--- config.mk ---
export PLATFORM = sky130hd
export DESIGN_NAME = pipe_hazard_ctrl
export DESIGN_NICKNAME = d
export VERILOG_FILES = /design/src/rtl/pipe_hazard_ctrl.sv
export SDC_FILE = /design/constraint.sdc
export NUM_CORES = 1
export LEC_CHECK = 0
export ABC_CLOCK_PERIOD_IN_PS = 2050
export BUFFER_PORTS_ARGS = -buffer_cell sky130_fd_sc_hd__buf_2
export CELL_PAD_IN_SITES_DETAIL_PLACEMENT = 1
export CELL_PAD_IN_SITES_GLOBAL_PLACEMENT = 1
export CORE_MARGIN = 3
export CORE_UTILIZATION = 23
export DETAILED_ROUTE_END_ITERATION = 6
export PLACE_DENSITY = 0.78
export REMOVE_ABC_BUFFERS = 1
export SLEW_MARGIN = 30
export SYNTH_ARGS = -nofsm -noshare
export SYNTH_HDL_FRONTEND = slang
export SYNTH_SLANG_ARGS = --single-unit
--- constraint.sdc ---
create_clock -name clk -period 2.05 [get_ports clk]
set_input_delay 0.1025 -clock clk [delete_from_list [all_inputs] [get_ports clk]]
set_output_delay 0.1025 -clock clk [all_outputs]
set_load 0.02 [all_outputs]
--- src/rtl/pipe_hazard_ctrl.sv ---
// Y86-64 five-stage pipeline control: stall/bubble generation, next-PC select, ret tracking, sticky halt.
// Optional performance counters are enabled with the PIPE_PERF_CNT_EN macro.
module pipe_hazard_ctrl #(
  parameter int CNT_W = 32
) (
  input  logic             clk,
  input  logic             rst_n,
  input  logic [3:0]       d_icode,
  input  logic [3:0]       d_srcA,
  input  logic [3:0]       d_srcB,
  input  logic [3:0]       e_icode,
  input  logic [3:0]       e_dstM,
  input  logic             e_cnd,
  input  logic [3:0]       m_icode,
  input  logic             m_cnd,
  input  logic [1:0]       m_stat,
  input  logic [1:0]       w_stat,
  output logic             f_stall,
  output logic             d_stall,
  output logic             d_bubble,
  output logic             e_bubble,
  output logic             m_bubble,
  output logic             w_stall,
  output logic [1:0]       pc_sel,
  output logic             halted
`ifdef PIPE_PERF_CNT_EN
  ,
  output logic [CNT_W-1:0] cyc_cnt,
  output logic [CNT_W-1:0] lu_cnt,
  output logic [CNT_W-1:0] mp_cnt,
  output logic [CNT_W-1:0] ret_cnt
`endif
);

  localparam logic [3:0] I_MRMOVQ = 4'h5;
  localparam logic [3:0] I_JXX    = 4'h7;
  localparam logic [3:0] I_RET    = 4'h9;
  localparam logic [3:0] I_POPQ   = 4'hB;
  localparam logic [3:0] R_NONE   = 4'hF;

  typedef enum logic [1:0] {IDLE, RET_E, RET_M, RET_W} ret_state_e;

  ret_state_e state_q, state_d;
  logic       halted_q, halted_d;
  logic       lu, mp, retq, exc_m, exc_w, ret_go;

  always_comb begin
    lu    = ((e_icode == I_MRMOVQ) || (e_icode == I_POPQ)) && (e_dstM != R_NONE) &&
            ((e_dstM == d_srcA) || (e_dstM == d_srcB));
    mp    = (e_icode == I_JXX) && !e_cnd;
    retq  = (d_icode == I_RET) || (state_q == RET_E) || (state_q == RET_M);
    exc_m = (m_stat != 2'd0);
    exc_w = (w_stat != 2'd0);
    // a ret held by load-use or squashed by a mispredict does not start the sequence
    ret_go = (d_icode == I_RET) && !lu && !mp;
  end

  always_comb begin
    state_d  = state_q;
    halted_d = halted_q | exc_w;
    if (halted_q || exc_w) begin
      state_d = IDLE;
    end else begin
      case (state_q)
        IDLE:    state_d = ret_go ? RET_E : IDLE;
        RET_E:   state_d = RET_M;
        RET_M:   state_d = RET_W;
        RET_W:   state_d = ret_go ? RET_E : IDLE;
        default: state_d = IDLE;
      endcase
    end
  end

  always_ff @(posedge clk) begin
    if (!rst_n) begin
      state_q  <= IDLE;
      halted_q <= 1'b0;
    end else begin
      state_q  <= state_d;
      halted_q <= halted_d;
    end
  end

  always_comb begin
    f_stall  = 1'b0;
    d_stall  = 1'b0;
    d_bubble = 1'b1;
    e_bubble = 1'b1;
    m_bubble = 1'b0;
    w_stall  = 1'b0;
    pc_sel   = 2'd0;
    halted   = 1'b0;
    if (rst_n) begin
      if (halted_q) begin
        f_stall  = 1'b1;
        d_stall  = 1'b1;
        m_bubble = 1'b1;
        w_stall  = 1'b1;
        halted   = 1'b1;
      end else begin
        f_stall  = lu | retq;
        d_stall  = lu;
        d_bubble = mp | (retq & !lu);
        e_bubble = mp | lu;
        m_bubble = exc_m | exc_w;
        w_stall  = exc_w;
        if ((m_icode == I_JXX) && !m_cnd) pc_sel = 2'd1;
        else if (state_q == RET_W)        pc_sel = 2'd2;
      end
    end
  end

`ifdef PIPE_PERF_CNT_EN
  logic [CNT_W-1:0] cyc_cnt_q, lu_cnt_q, mp_cnt_q, ret_cnt_q;
  logic [CNT_W-1:0] cyc_cnt_d, lu_cnt_d, mp_cnt_d, ret_cnt_d;

  function automatic logic [CNT_W-1:0] sat_inc(input logic [CNT_W-1:0] v, input logic en);
    sat_inc = (en && (v != '1)) ? v + 1'b1 : v;
  endfunction

  always_comb begin
    cyc_cnt_d = cyc_cnt_q;
    lu_cnt_d  = lu_cnt_q;
    mp_cnt_d  = mp_cnt_q;
    ret_cnt_d = ret_cnt_q;
    if (!halted_q) begin
      cyc_cnt_d = sat_inc(cyc_cnt_q, 1'b1);
      lu_cnt_d  = sat_inc(lu_cnt_q, lu);
      mp_cnt_d  = sat_inc(mp_cnt_q, mp);
      ret_cnt_d = sat_inc(ret_cnt_q, retq);
    end
  end

  always_ff @(posedge clk) begin
    if (!rst_n) begin
      cyc_cnt_q <= '0;
      lu_cnt_q  <= '0;
      mp_cnt_q  <= '0;
      ret_cnt_q <= '0;
    end else begin
      cyc_cnt_q <= cyc_cnt_d;
      lu_cnt_q  <= lu_cnt_d;
      mp_cnt_q  <= mp_cnt_d;
      ret_cnt_q <= ret_cnt_d;
    end
  end

  assign cyc_cnt = cyc_cnt_q;
  assign lu_cnt  = lu_cnt_q;
  assign mp_cnt  = mp_cnt_q;
  assign ret_cnt = ret_cnt_q;
`else
  logic [CNT_W-1:0] unused_cnt_w;
  assign unused_cnt_w = '0;
`endif

endmodule

=== Word-level counts from Yosys, hierarchy flattened ===
Cells that the tools add are included.

* Input port bits: 32
* Logic and storage cells: 60
* Flip-flop bits (word level): 3
* Output and inout port bits: 9

* Reduce and logical (&&, ||, !) cells: 20
* Bitwise gates (word level): 7
* Equal/unequal tests: 11
* Muxes and demuxes: 20

{| class="wikitable"
|+ Operators with widths
! operator !! count
|-
| 1-bit two-way mux || 15
|-
| 4-bit by 3-bit == test with 1-bit output (second input constant) || 3
|-
| 4-bit == test || 2
|-
| 4-bit == test (second input constant) || 2
|-
| 2-bit two-way mux || 4
|-
| 1-bit logical AND || 6
|-
| 2-bit case mux with 3 select lines || 1
|-
| 1-bit logical OR || 5
|-
| 1-bit bitwise OR || 5
|-
| 2-bit == test (second input constant) || 2
|-
| 1-bit zero test || 4
|-
| 4-bit inequality test (second input constant) || 1
|-
| 2-bit nonzero test || 2
|-
| 2-bit OR reduction || 2
|-
| 2-bit by 1-bit == test with 1-bit output (second input constant) || 1
|-
| 2-bit zero test || 1
|-
| 1-bit AND || 1
|-
| 1-bit inverter || 1
|}

=== Longest topological paths before layout ===
* Depth in word-level cells: 9
* Mapped depth: 4
* Mapped depth without buffers: 4

=== Worst setup path before layout ===
No wires, ideal clock.

* Path type: reg2out
* Start point: register state_q[0]
* End point: output f_stall
* Setup slack: 0.683 ns
* Data arrival time: 1.265 ns
* Data required time: 1.947 ns
* Stages on the path, launching flop included: 5
* Path buffers: 0
* Cell sequence: dfxtp_1 -> inv_1 -> ha_1 -> or3_1 -> o31a_1

* Longest elaborated chain between the ends: 6
* Elaborated cells between the ends (all ways): 7
* Classes of those cells: eq/ne (2); mux (2); bitwise (1); reduce/logical (2)

{| class="wikitable"
|+ Ends and longest elaborated chain
! item !! RTL line !! source
|-
| start: declaration || 43 || <nowiki>ret_state_e state_q, state_d;</nowiki>
|-
| start signal: assignment || 79 || <nowiki>state_q <= state_d;</nowiki>
|-
| 2-bit by 1-bit == test with 1-bit output || 51 || <nowiki>retq = (d_icode == I_RET) || (state_q == RET_E) || (state_q == RET_M);</nowiki>
|-
| 1-bit logical OR || 51 ||
|-
| 1-bit logical OR (*) || 51 ||
|-
| 1-bit bitwise OR (*) || 101 || <nowiki>f_stall = lu | retq;</nowiki>
|-
| 1-bit two-way mux (*) || 94 || <nowiki>if (halted_q) begin</nowiki>
|-
| 1-bit two-way mux (*) || 93 || <nowiki>if (rst_n) begin</nowiki>
|-
| end: declaration || 18 || <nowiki>output logic f_stall,</nowiki>
|}

Mark *: on every way between the ends. The rest lies on a longest branch, timed or not.

=== Worst setup path in the final report ===
Ends and elaborated chain as after synthesis.

==> results.md <==
- Number of top-level pins: 41
- CP Capture Type: output port
- Hold Fails Final Rpt: 0
- Setup TNS Final: 0 ps
- Clock sink count: 3
- CTS-repair resized insts: 0
- Drt drc: 0
- Worst Path Arrival: 1620 ps
- Hold_buf cts: 0
- FF+latch area: between 60 and 70 µm²
- PortBufs: 40
- Core ar.: 1580 µm²
- Power per cell area: 402 nW/µm²
- Max-cap violations: 0
- Main area contributors after synthesis: xnor2_1, dfxtp_1, ha_1
- Y dimension of the die: 47.9 µm
- Worst Setup Start Kind: flip-flop
- Cell depth of the worst flop-to-flop path: 3
- DRT Pass-1 Iters: 2
- Maximum vdd ir drop: 163 µV
- Post-synthesis instance area: 403 µm²
- Max Transition Viols Final: 0
- Period minus WS final: between 1500 and 2000 ps
- Starting Density: 0.256
- Area growth from synthesis to final layout: 61.2%
- Count of nets left with antenna violations after detail routing: 0
- Instance count along the most critical hold path: 3
- First-pass GRT wire length: 2.03 mm
- Unrepaired setup endpoints after global routing: false
- Layout net count: 129
- Minimum setup slack among reg-to-reg paths: roughly 900 ps
- Vias in the first global route: 535
- Tightest Hold Check Type: in -> reg
- Setup clock skew after layout: 0.0614 ps
- Routability congestion estimate from global placement: 0.611
- Share of post-route cells with drive strength above 1: 0.495
- Count of buffers added by post-CTS timing repair for setup: 0
- Outcome: completed
- Sink of the worst hold path: halted_q$_SDFF_PN0_
- Worst-case clock buffer depth: 2
- Maximum number of pins on one net before global-route repair: 10
- Tightest Pin Transition: between 500 and 600 ps
- Final worst path period share: 0.842
- Reg2Reg Capture Point: state_q[0]$_SDFF_PP0_
- Post-DR wirelength/cell: about 11 µm
- Number of instances in the synthesized netlist: 49
- Multi-input combinational cell area: ~340 µm²
- Maximum clock frequency: 579 MHz
- Number of violations reported at the end of detailed-routing iteration 0: 2
- CTS tree: built
- Number of standard-cell rows in the floorplan: 14
- Num CTS Buffers: 3
- Htree depth: 1
- Start point of the worst min-delay path: w_stat[0]
- Synthesis warning total: 0
- Die Footprint: 2290 µm²
- Final core utilization: 0.412
- Peak fanout along the critical path: 4
- Insertion delay of the later-clocked pin in the worst-skew pair: 230 ps
- Post-Route WL: 1.23 mm
- Cell variety after synth: 28
- Static leakage: 0.314 nW
- Count of fill cells added during filler insertion: 213
- Placed wire-length estimate after detailed placement: around 1.2 mm
- Mapped Avg Cell Area: 8.22 µm²
- Total of flip-flops plus latches after synthesis: 3
- Mean number of vias per cell: 4.86
- Final global-route overflow total: 0
- Initial antenna violation count: 0
- Worst-case headroom to the max-slew limit: 0.626
- Final setup violation count: 0
- Sequential area share after synthesis: 0.149
- Cell taking the most area after synthesis: xnor2_1
- Floorplan die width: 47.9 µm
- Kind of critical path: reg -> out
- RR Startpoint: halted_q$_SDFF_PN0_
- Clock root buffer: clkbuf_4
- Fraction of post-synthesis cell area in the top cell type by area: 0.174
- Reg clk slew, reported paths: 40 ps
- Required arrival time at the worst endpoint: 1950 ps
- Antenna diode count: 0
- Total GRT Usage: 0.124
- Via count of the routed design: 530
[routing by layer]
| metal | routed length (µm) | GRT usage |
|---|---|---|
| met3 | 174 | 0.0489 |
| met1 | 466 | 0.118 |
| met2 | 585 | 0.251 |
| met4 | 0 | 0.0161 |
| met5 | 0 | 0 |
[stage by stage]
stage	setup WS (ps)	hold slack (ps)	area (µm²)	total power, mW	std cells
3_3_place_gp	583	362	623	0.158	105
5_1_grt	241	153	649	0.285	109
2_1_floorplan	683	231	403	0.110	49
3_5_place_dp	569	368	623	0.160	105
4_1_cts	307	145	649	0.269	109
6_report	324	140	649	0.261	109
[cell usage in the layout (no fill, tap or decap)]
| master | count |
|---|---|
| buf_2 | 40 |
| xnor2_1 | 8 |
| nand2_1 | 3 |
| nor2_1 | 3 |
| nand4_1 | 3 |
| ha_1 | 3 |
| clkbuf_4 | 3 |
| dfxtp_1 | 3 |
| inv_1 | 2 |
| nor4bb_1 | 2 |
| nand2b_1 | 2 |
| nor2b_1 | 2 |
| and2_1 | 1 |
| and4b_1 | 1 |
| nor3_2 | 1 |
| a21boi_0 | 1 |
| and3b_1 | 1 |
| nor3b_1 | 1 |
| o211ai_2 | 1 |
| a21oi_2 | 1 |
| and4bb_1 | 1 |
| a21oi_1 | 1 |
| nor3_1 | 1 |
| o21ai_1 | 1 |
| o21a_1 | 1 |
| or3_1 | 1 |
| o31a_1 | 1 |
| a211oi_1 | 1 |
| a31oi_1 | 1 |
| nor4_1 | 1 |
| clkbuf_1 | 1 |
[synthesized netlist by cell type (all sizes together)]
master,count
a21oi,2
a211oi,1
xnor2,8
a31oi,1
nand2,3
o211ai,1
or3,1
o31a,1
nor3b,1
nor2b,2
and3b,1
and2,1
a21boi,1
ha,3
nor2,3
inv,2
nand2b,2
and4b,1
o21a,1
nor4bb,2
o21ai,1
nor4,1
and4bb,1
dfxtp,3
nor3,2
nand4,3
[final cells by class]
cell class / instances / area share
clock buffers: 4 / 0.0405
inverters: 2 / 0.0116
multi-input cells: 44 / 0.516
flip-flops and latches: 3 / 0.0925
well taps: 16 / 0.0308
repair buffers: 40 / 0.308
[where the power goes]
group | internal, mW | total, mW | switching (mW)
Combinational | 0.0501 | 0.0954 | 0.0454
Clock | 0.0729 | 0.103 | 0.0305
Sequential | 0.0602 | 0.0622 | 0.00195
[kinds of logic after synthesis]
family / synth area share
AND/OR/NAND/NOR: 0.394
flip-flops: 0.149
XOR/XNOR: 0.174
AO/OA/AOI/OAI: 0.171
adder cells (fa/ha/maj): 0.0932
buffers and inverters: 0.0186
[worst max-delay path, stage by stage, from the launching register on]
cell	delay, ps
dfxtp_1	350
inv_1	50
ha_1	230
or3_1	370
o31a_1	240
buf_2	160
[how the worst max path moves through the flow]
stage	start	endpoint	slack, ps	cells past startpoint
floorplan	state_q[0]$_SDFF_PP0_	f_stall	680	4
global placement	state_q[0]$_SDFF_PP0_	f_stall	580	5
detailed placement	state_q[0]$_SDFF_PP0_	f_stall	570	5
CTS	state_q[0]$_SDFF_PP0_	f_stall	310	5
global route	state_q[0]$_SDFF_PP0_	f_stall	240	5
finish	state_q[0]$_SDFF_PP0_	f_stall	320	5
[flip-flops by register name, summed over array words and instances (netlist names)]
register and cells:
state_q 2, halted_q 1
No activity file was read; power rests on OpenSTA's default activity.
